$ cat src/rtl/vu_frame_renderer.sv
// Two-channel VU-meter renderer placed directly behind vga_controller.
// Takes one left/right level pair per frame during vertical blank over a
// valid/ready handshake, keeps a per-channel peak-hold with decay, and draws
// two vertical bars with peak markers as 12-bit RGB. Sync and enable are
// re-timed by one clock so they line up with the registered pixel colour.
//
// Ports:
//   pixel_clock, reset          clock, synchronous active-low reset
//   h_sync_in, v_sync_in,
//   disp_enable_in, row, column  raster timing from vga_controller
//   lvl_l, lvl_r, lvl_valid      level pair offered once per frame
//   lvl_ready                    renderer is waiting for a level pair
//   h_sync, v_sync, disp_enable  timing delayed by one clock
//   rgb                          {R,G,B} nibbles, aligned with disp_enable
//   peak_l, peak_r               current peak-hold values
module vu_frame_renderer #(
   parameter int unsigned C_SIZE    = 10,
   parameter int unsigned LVL_W     = 9,
   parameter int unsigned H_ACT     = 640,
   parameter int unsigned V_ACT     = 480,
   parameter int unsigned BAR_X0    = 160,
   parameter int unsigned BAR_X1    = 400,
   parameter int unsigned BAR_W     = 80,
   parameter int unsigned YEL_TH    = 320,
   parameter int unsigned RED_TH    = 420,
   parameter int unsigned PEAK_HOLD = 30,
   parameter int unsigned DECAY     = 4,
   parameter bit          H_POL     = 1'b0,
   parameter bit          V_POL     = 1'b0
) (
   input  logic              pixel_clock,
   input  logic              reset,
   input  logic              h_sync_in,
   input  logic              v_sync_in,
   input  logic              disp_enable_in,
   input  logic [C_SIZE:0]   row,
   input  logic [C_SIZE:0]   column,
   input  logic [LVL_W-1:0]  lvl_l,
   input  logic [LVL_W-1:0]  lvl_r,
   input  logic              lvl_valid,
   output logic              lvl_ready,
   output logic              h_sync,
   output logic              v_sync,
   output logic              disp_enable,
   output logic [11:0]       rgb,
   output logic [LVL_W-1:0]  peak_l,
   output logic [LVL_W-1:0]  peak_r
);

   localparam int unsigned HOLD_W = (PEAK_HOLD > 0) ? $clog2(PEAK_HOLD + 1) : 1;

   typedef enum logic [1:0] {S_WAIT_VS, S_LOAD, S_UPDATE} state_t;

   state_t             state;
   logic               vs_act_q;
   logic               de_in_q;
   logic [LVL_W-1:0]   disp_l;
   logic [LVL_W-1:0]   disp_r;
   logic [HOLD_W-1:0]  hold_l;
   logic [HOLD_W-1:0]  hold_r;
   logic               vs_act_c;
   logic [11:0]        pix_c;

   // Levels taller than the screen are clipped to the screen height.
   function automatic logic [LVL_W-1:0] clip_lvl(input logic [LVL_W-1:0] v);
      if (32'(v) > V_ACT) return LVL_W'(V_ACT);
      return v;
   endfunction

   // One frame of peak-hold: new maximum reloads hold, else hold runs out, then decay.
   function automatic logic [LVL_W+HOLD_W-1:0] peak_step(input logic [LVL_W-1:0]  lvl,
                                                         input logic [LVL_W-1:0]  peak,
                                                         input logic [HOLD_W-1:0] hold);
      logic [LVL_W-1:0] dec;
      if (lvl >= peak) return {lvl, HOLD_W'(PEAK_HOLD)};
      if (hold != '0) return {peak, hold - HOLD_W'(1)};
      dec = (32'(peak) > DECAY) ? peak - LVL_W'(DECAY) : '0;
      return {((dec > lvl) ? dec : lvl), hold};
   endfunction

   function automatic logic in_bar(input logic [C_SIZE:0] col, input int unsigned x0);
      logic [31:0] c32;
      c32 = 32'(col);
      return (c32 >= x0) && (c32 < x0 + BAR_W) && (c32 < H_ACT);
   endfunction

   // Colour of one pixel inside a bar column; height is counted up from the bottom row.
   function automatic logic [11:0] bar_pixel(input logic [C_SIZE:0]  r,
                                             input logic [LVL_W-1:0] lvl,
                                             input logic [LVL_W-1:0] peak);
      logic [31:0] row32;
      logic [31:0] h;
      row32 = 32'(r);
      h     = V_ACT - row32;
      if ((peak != '0) && (row32 == V_ACT - 32'(peak))) return 12'hFFF;
      if (row32 >= V_ACT - 32'(lvl)) begin
         if (h > RED_TH) return 12'hF00;
         if (h > YEL_TH) return 12'hFF0;
         return 12'h0F0;
      end
      return 12'h000;
   endfunction

   assign vs_act_c = (v_sync_in == V_POL);

   // Pixel colour for the current raster position; left bar wins on overlap.
   always_comb begin
      pix_c = 12'h000;
      if (disp_enable_in) begin
         if (in_bar(column, BAR_X0))      pix_c = bar_pixel(row, disp_l, peak_l);
         else if (in_bar(column, BAR_X1)) pix_c = bar_pixel(row, disp_r, peak_r);
      end
   end

   // Level scheduler FSM, peak state and output re-timing.
   always_ff @(posedge pixel_clock) begin
      if (!reset) begin
         state       <= S_WAIT_VS;
         vs_act_q    <= 1'b1;   // a fresh inactive-to-active edge is needed after reset
         de_in_q     <= 1'b0;
         lvl_ready   <= 1'b0;
         h_sync      <= !H_POL;
         v_sync      <= !V_POL;
         disp_enable <= 1'b0;
         rgb         <= 12'h000;
         disp_l      <= '0;
         disp_r      <= '0;
         peak_l      <= '0;
         peak_r      <= '0;
         hold_l      <= '0;
         hold_r      <= '0;
      end else begin
         vs_act_q    <= vs_act_c;
         de_in_q     <= disp_enable_in;
         h_sync      <= h_sync_in;
         v_sync      <= v_sync_in;
         disp_enable <= disp_enable_in;
         rgb         <= pix_c;
         case (state)
            S_WAIT_VS: begin
               if (vs_act_c && !vs_act_q) begin
                  state     <= S_LOAD;
                  lvl_ready <= 1'b1;
               end
            end
            S_LOAD: begin
               if (lvl_valid && lvl_ready) begin
                  disp_l    <= clip_lvl(lvl_l);
                  disp_r    <= clip_lvl(lvl_r);
                  lvl_ready <= 1'b0;
                  state     <= S_UPDATE;
               end else if (disp_enable_in && !de_in_q) begin
                  // Active video began without a sample: reuse the previous levels.
                  lvl_ready <= 1'b0;
                  state     <= S_UPDATE;
               end
            end
            S_UPDATE: begin
               {peak_l, hold_l} <= peak_step(disp_l, peak_l, hold_l);
               {peak_r, hold_r} <= peak_step(disp_r, peak_r, hold_r);
               state            <= S_WAIT_VS;
            end
            default: state <= S_WAIT_VS;
         endcase
      end
   end

endmodule

$ cat config.mk
export PLATFORM = sky130hd
export DESIGN_NAME = vu_frame_renderer
export DESIGN_NICKNAME = d
export VERILOG_FILES = /design/src/rtl/vu_frame_renderer.sv
export SDC_FILE = /design/constraint.sdc
export NUM_CORES = 1
export LEC_CHECK = 0
export CAP_MARGIN = 10
export CORE_AREA = 2 2 96 98
export DETAILED_ROUTE_END_ITERATION = 12
export DIE_AREA = 0 0 98 100
export PLACE_DENSITY = 0.86
export RECOVER_POWER = 50
export SKIP_LAST_GASP = 1
export SLEW_MARGIN = 15
export SYNTH_ARGS = -nofsm -noshare
export SYNTH_HDL_FRONTEND = slang
export SYNTH_SLANG_ARGS = --single-unit
$ cat constraint.sdc
create_clock -name pixel_clock -period 5.4 [get_ports pixel_clock]
set_clock_uncertainty 0.05 [all_clocks]
set_input_delay 1.35 -clock pixel_clock [delete_from_list [all_inputs] [get_ports pixel_clock]]
set_output_delay 1.35 -clock pixel_clock [all_outputs]
set_load 0.02 [all_outputs]
* Yosys cells after proc, flatten, opt, wreduce, memory -nomap -nowiden
Cells that the tools add are included.
** Operators by class
- Add/subtract/negate cells :: 9
- Magnitude comparators :: 17
- Equal/unequal tests :: 8
- Multiplexer cells :: 102
- Bitwise logic cells :: 1
- Reduce and logical (&&, ||, !) cells :: 27
** Operators with widths (count)
- $mux W12 :: 18
- $mux W14 :: 8
- $mux W9 :: 8
- $eq A11 B32 Y1 :: 2
- $ge A11 B32 Y1 :: 2
- $gt A32 B9 Y1 const B :: 2
- $mux W1 :: 63
- $sub A9 B9 Y10 const A :: 4
- $ge A9 B9 Y1 :: 2
- $gt A9 B3 Y1 const B :: 2
- $gt A9 B9 Y1 :: 2
- $gt A9 B9 Y1 const B :: 2
- $reduce_bool A9 Y1 :: 2
- $sub A9 B3 Y9 const B :: 2
- $reduce_and A2 Y1 :: 7
- $sub A9 B11 Y12 const A :: 1
- $ge A11 B8 Y1 const B :: 1
- $ge A11 B9 Y1 const B :: 1
- $lt A11 B10 Y1 const B :: 1
- $lt A11 B8 Y1 const B :: 1
- $lt A11 B9 Y1 const B :: 1
- $reduce_bool A5 Y1 :: 2
- $sub A5 B1 Y5 const B :: 2
- $logic_and A1 B1 Y1 :: 9
- 12 further kinds :: 19
** Word-level totals
- Bits in registers :: 65
- Input bits :: 46
- Output and inout port bits :: 34
- Word-level logic and storage cells :: 177

* Longest topological paths before layout
- Depth after elaboration :: 24
- Depth in mapped cells :: 14
- Gate-level depth less buffers :: 14

* Least setup slack after synthesis
OpenSTA, ideal clock, no wires.
- Path kind :: register to register
- Start :: register peak_l[7]
- End :: register peak_l[3]
- Library setup time :: 0.155 ns
- Arrival :: 3.302 ns
- Data required time :: 5.195 ns
- Setup slack :: 1.893 ns
- Cell stages (with the launch flop) :: 13
- Buffers on the path :: 1
- Period minus slack after synthesis :: 3.507 ns
- Path through :: dfxtp_1 > clkbuf_1 > or4_1 > nor3b_1 > or2_2 > inv_1 > ha_1 > nand3_1 > o221ai_1 > a21oi_1 > or2_2 > nor3_1 > a221oi_1
** Between the ends
- Word-level cells in the longest chain between the ends :: 6
- Elaborated cells between the ends (all ways) :: 13
- Classes of those cells :: add/sub (1); order compare (3); eq/ne (1); mux (7); reduce/logical (1)
** RTL lines
- start, declared :: line 46 : output logic [LVL_W-1:0] peak_l,
- start signal, assigned :: line 159 : {peak_l, hold_l} <= peak_step(disp_l, peak_l, hold_l);
- $sub A9 B3 Y9, or another cell as far along :: line 77 : dec = (32'(peak) > DECAY) ? peak - LVL_W'(DECAY) : '0;
- $mux W9 / $mux W1 (equally long branches) :: line 77, 75
- $gt A9 B9 Y1 / $mux W1 (equally long branches) :: line 78, 139
- $mux W9 / $mux W1 (equally long branches) :: line 78, 117
- $mux W14 / $ne A3 B3 Y1 (equally long branches)
- $mux W14 / $reduce_and A2 Y1 (equally long branches)
Several ways; a longest one is shown, not always the timed one. The select of a mux whose other input is x is not followed.
A chain may end at the register's enable or synchronous reset.

* Worst setup path in the final report
- Start :: register peak_l[0]
- End :: register peak_l[6]
The elaborated chain is that of the path after synthesis.

==> results.md <==
- The flow ran to the end, and the final reports show no timing, DRC or antenna violations.
- The first-pass GRT wire length is 23.5 mm.
- The summed negative setup slack over all endpoints is 0 ns.
- The endpoint of the worst hold-timing path is hold_r[0]$_SDFFE_PN0P_.
- The via total after detailed routing is 5272.
- Walking the worst path, the cells encountered are inv_1 > ha_1 > nand2_1 > o21ai_0 > nor3b_1 > or2_2 > inv_1 > ha_1 > nand3_1 > o221ai_1 > a21oi_1 > or2_2 > nor3_1 > a221oi_1.
- The post-synthesis area per instance is 7.73 sq um.
- The cell sitting at the root of the clock tree is a sky130_fd_sc_hd__clkbuf_8.
- Data on the critical path arrives at its endpoint at 4.36 ns.
- Setup repair after global routing left no endpoint under its margin.
- The placed cell count is 814.
- Summing the areas of all compound-gate instances in the mapped netlist gives 21.8% of the synthesized area.
- The adder-cell share of the synthesized area is 16.5%.
- Power spread over the standard cell area amounts to 178 mW/mm^2.
- Once detailed placement completed, the half-perimeter wirelength came to 11.0 mm.
- The worst register-to-register path has a setup slack of 1.15 ns.
- For the worst setup path, the data required time is 5.50 ns.
- The hold path startpoint is hold_r[0]$_SDFFE_PN0P_.
- Cells with a size suffix above 1 make up 4.22% of the layout.
- The final hold slack is 0.445 ns.
- Static timing analysis puts the maximum clock frequency at 235 MHz.
- For the pin with the worst max-slew slack, the measured transition is 0.999 ns.
- The total of hold buffers inserted after clock tree synthesis is 0.
- The instance count of the mapped netlist is 665.
- The instance count along the most critical hold path is 2.
- The multiplexer share of the synthesized area is 0%.
- The area growth from synthesis to layout is 15.4%.
- The detailed-route wire length is 14.1 mm.
- The buffers inserted during post-CTS setup optimization is 0.
- For this run, global-route usage on met3 was measured as 4.25%.
- The number of distinct library cells after synthesis is 64.
- The share of the Yosys chip area taken by registers is 21.8%.
- The number of hold-slack violations in the final timing report was 0.
- The prevailing post-synth register cell is sky130_fd_sc_hd__dfxtp_1.
- Yosys mapped a number of flops with a built-in enable equal to 0.
- The count of endpoints failing setup in the final report is 0.
- By area the synthesized netlist is led by sky130_fd_sc_hd__dfxtp_1 (22%), sky130_fd_sc_hd__ha_1 (17%), sky130_fd_sc_hd__xnor2_1 (5.1%).
- Before CTS, the worst setup slack after placement is 1.38 ns.
- The clock latency of the later-clocked register in the worst-skew pair is 0.31 ns.
- The largest single stage delay on the critical path is 0.78 ns.
- By area, the combinational part of the netlist is dominated by simple AND/OR/NAND/NOR gates.
- In the post-synthesis netlist, the cell with the most instances is sky130_fd_sc_hd__ha_1.
- The worst setup path is launched from a register.
- Counting flops and latches in the post-synthesis netlist gives 56.
- The number of antenna violations at the first check in global routing is 0.
- Entering global routing, the biggest net connects 25 pins.
- For the worst flop-to-flop path, the logic depth is 14.
- The number of gates resized after CTS was 0.
- The clock net in this run drives a total of 56 sinks.
- The worst flop-to-flop path endpoint is peak_l[6]$_SDFFE_PN0P_.
- Dividing the detail-routed via count by the number of cells gives 6.41.
- The initial utilization of the core area, before any placement, comes to 57.8%.
- The routability-driven placement congestion ratio is 0.932.
- The detailed-route wire length per cell is 17.1 um.
- The normalized max-slew margin is 33.4%.
- The area taken by flip-flops and latches is 0.00112 sq mm.
- The post-synthesis async set-or-reset flop share is 0%.
- For this run, the detailed router's first-pass iteration total came to 5.
- The static leakage is 2.37 nW.
- When the netlist entered floorplanning its net count stood at 779.
- The floorplan step defined a core boundary enclosing 0.00889 sq mm.
- The number of fill cells in the layout is 766.
- The kind of critical path is register to register.
- The cell accounting for the most synthesized area is sky130_fd_sc_hd__dfxtp_1.
- The met1 track utilization from global routing is 37.2%.
- The slowest stage of the critical path belongs to the cell sky130_fd_sc_hd__nor3b_1.
- The repair_antennas step left the layout with diodes totalling 0.
- The beginning of the worst register-to-register path is peak_l[0]$_SDFFE_PN0P_.
- Global routing consumed, over all layers together, 28.8% of the routing resources.
- After clock tree synthesis, the clock-pin slew on the worst setup and hold paths is 0.11 ns.
- The number of slew-limit violations in the final report is 0.
- Once layout is complete, the cells apart from fillers number 822.
- The maximum level of the CTS H-tree is 2.
- The number of global-route vias before repair was 5090.
- In this run the worst path has a maximum fanout of 9.
- After floorplanning, the core was divided into 35 placement rows.
- The die extent in y is 100 um.
- The aggregate global routing overflow is 0.
- The maximum vdd drop is 0.128 mV.
- The DRC violation count after routing is 0.
- In this run the remaining antenna-violating nets after routing total 0.
- After the first detailed-routing iteration, the DRC count stood at 367.
- The final core area utilization is 66.8%.
- Of the available clock period, the critical path in the final layout requires 78.8%.
- The commonest cells after synthesis are sky130_fd_sc_hd__ha_1 (68), sky130_fd_sc_hd__dfxtp_1 (56), sky130_fd_sc_hd__inv_1 (56).
- For this run, the number of Yosys warnings is 0.
- Measured along the x axis, the die boundary spans 98 um.
- The max-capacitance violation count is 0.
- The summed instance area of the synthesized netlist is 0.00514 sq mm.
- The slack of the critical path is 1.15 ns.
- The total I/O pin count is 80.
- STA classifies the critical path endpoint as a register.
- The number of nets in the layout is 824.
- After layout, the minimum clock period comes to 4.25 ns.
- After synthesis, the largest area contributor takes up 21.8% of total cell area.
- For this run, global-route usage on met2 was measured as 49.1%.
- The tightest min-delay check is of the register to register type.
- The xor/xnor cell area share of the yosys netlist is 6.30%.
- In this run the deepest clock path goes through 2 buffers.
- TritonCTS built the clock tree.
- The number of buffers added by the clock tree synthesis step is 5.
- The most crowded layer after global routing is met2.
- Summing all multi-input logic gate instances after layout gives 0.00361 sq mm.
- The synthesized netlist devotes 25.5% of its cell area to simple gates.
- The area of the die is 0.00980 sq mm.
- During placement, the flow inserted port buffers numbering 75.
registers in the layout (all words and copies together) (netlist names):
register   flops
hold_r         5
disp_l         9
rgb            3
hold_l         5
peak_l         9
v_sync         1
de_in_q        1
h_sync         1
lvl_ready      1
disp_r         9
peak_r         9
state          2
vs_act_q       1
layer usage:
layer | routed length [um] | share of wire, %
met4 | 433 | 3.1
met5 | 0 | 0
met2 | 6500 | 46
met1 | 6000 | 43
met3 | 1130 | 8.0
report_power, final:
group	total (mW)	internal [mW]	leakage, nW	switching, mW
Combinational	0.370	0.159	1.87	0.211
Clock	0.248	0.0957	0.0462	0.152
Sequential	0.438	0.422	0.453	0.0160
Total	1.06	0.677	2.37	0.379
worst max-delay path by stage:
stage | start | to
6_report | peak_l[0]$_SDFFE_PN0P_ | peak_l[6]$_SDFFE_PN0P_
5_1_grt | peak_l[0]$_SDFFE_PN0P_ | peak_l[6]$_SDFFE_PN0P_
4_1_cts | peak_l[0]$_SDFFE_PN0P_ | peak_l[6]$_SDFFE_PN0P_
3_5_place_dp | peak_l[0]$_SDFFE_PN0P_ | peak_l[6]$_SDFFE_PN0P_
3_3_place_gp | peak_l[0]$_SDFFE_PN0P_ | peak_l[6]$_SDFFE_PN0P_
2_1_floorplan | peak_l[7]$_SDFFE_PN0P_ | peak_l[3]$_SDFFE_PN0P_
stage by stage:
step           power [mW]  instance area [sq um]
3_5_place_dp        0.810                   5850
5_1_grt              1.12                   5940
4_1_cts              1.05                   5940
6_report             1.06                   5940
3_3_place_gp        0.796                   5850
2_1_floorplan       0.700                   5140
placed cells by master (no fill, tap or decap), drive strengths merged, types with 8 or more instances in the layout:
| cell | netlist | routed |
|---|---|---|
| a21oi | 34 | 34 |
| a22oi | 11 | 11 |
| clkbuf | 28 | 8 |
| clkdlybuf4s50 | 0 | 48 |
| dfxtp | 56 | 56 |
| dlygate4sd3 | 0 | 27 |
| ha | 68 | 68 |
| inv | 56 | 58 |
| nand2 | 53 | 53 |
| nand2b | 13 | 13 |
| nand3 | 22 | 22 |
| nand4 | 20 | 20 |
| nor2 | 47 | 47 |
| nor3 | 25 | 25 |
| nor4 | 9 | 9 |
| o21a | 13 | 13 |
| o21ai | 30 | 30 |
| or2 | 8 | 8 |
| or4 | 9 | 9 |
| xnor2 | 30 | 30 |
final cells by class:
class                      count  area share (%)
multi-input combinational    513            60.8
sequential                    56            18.9
inverter                      56            3.54
timing repair buffer          78            12.9
clock inverter                 2           0.295
clock buffer                   6            1.22
tap                          111            2.34
worst max-delay path, delay by kind of cell, from the launching register on:
kind / cells / cell delay (ns)
simple gates: 6 / 2.18
buf+inv: 2 / 0.18
flops: 1 / 0.45
fa+ha+maj: 2 / 0.55
compound gates: 4 / 0.65
cell families after synthesis:
logic type	Yosys count
and+or+nand+nor	246
AOI/OAI and AO/OA	162
buffers and inverters	96
adders and majority gates	68
DFF	56
xor gates and xnor gates	37
Power figures use the tool's default switching activity.
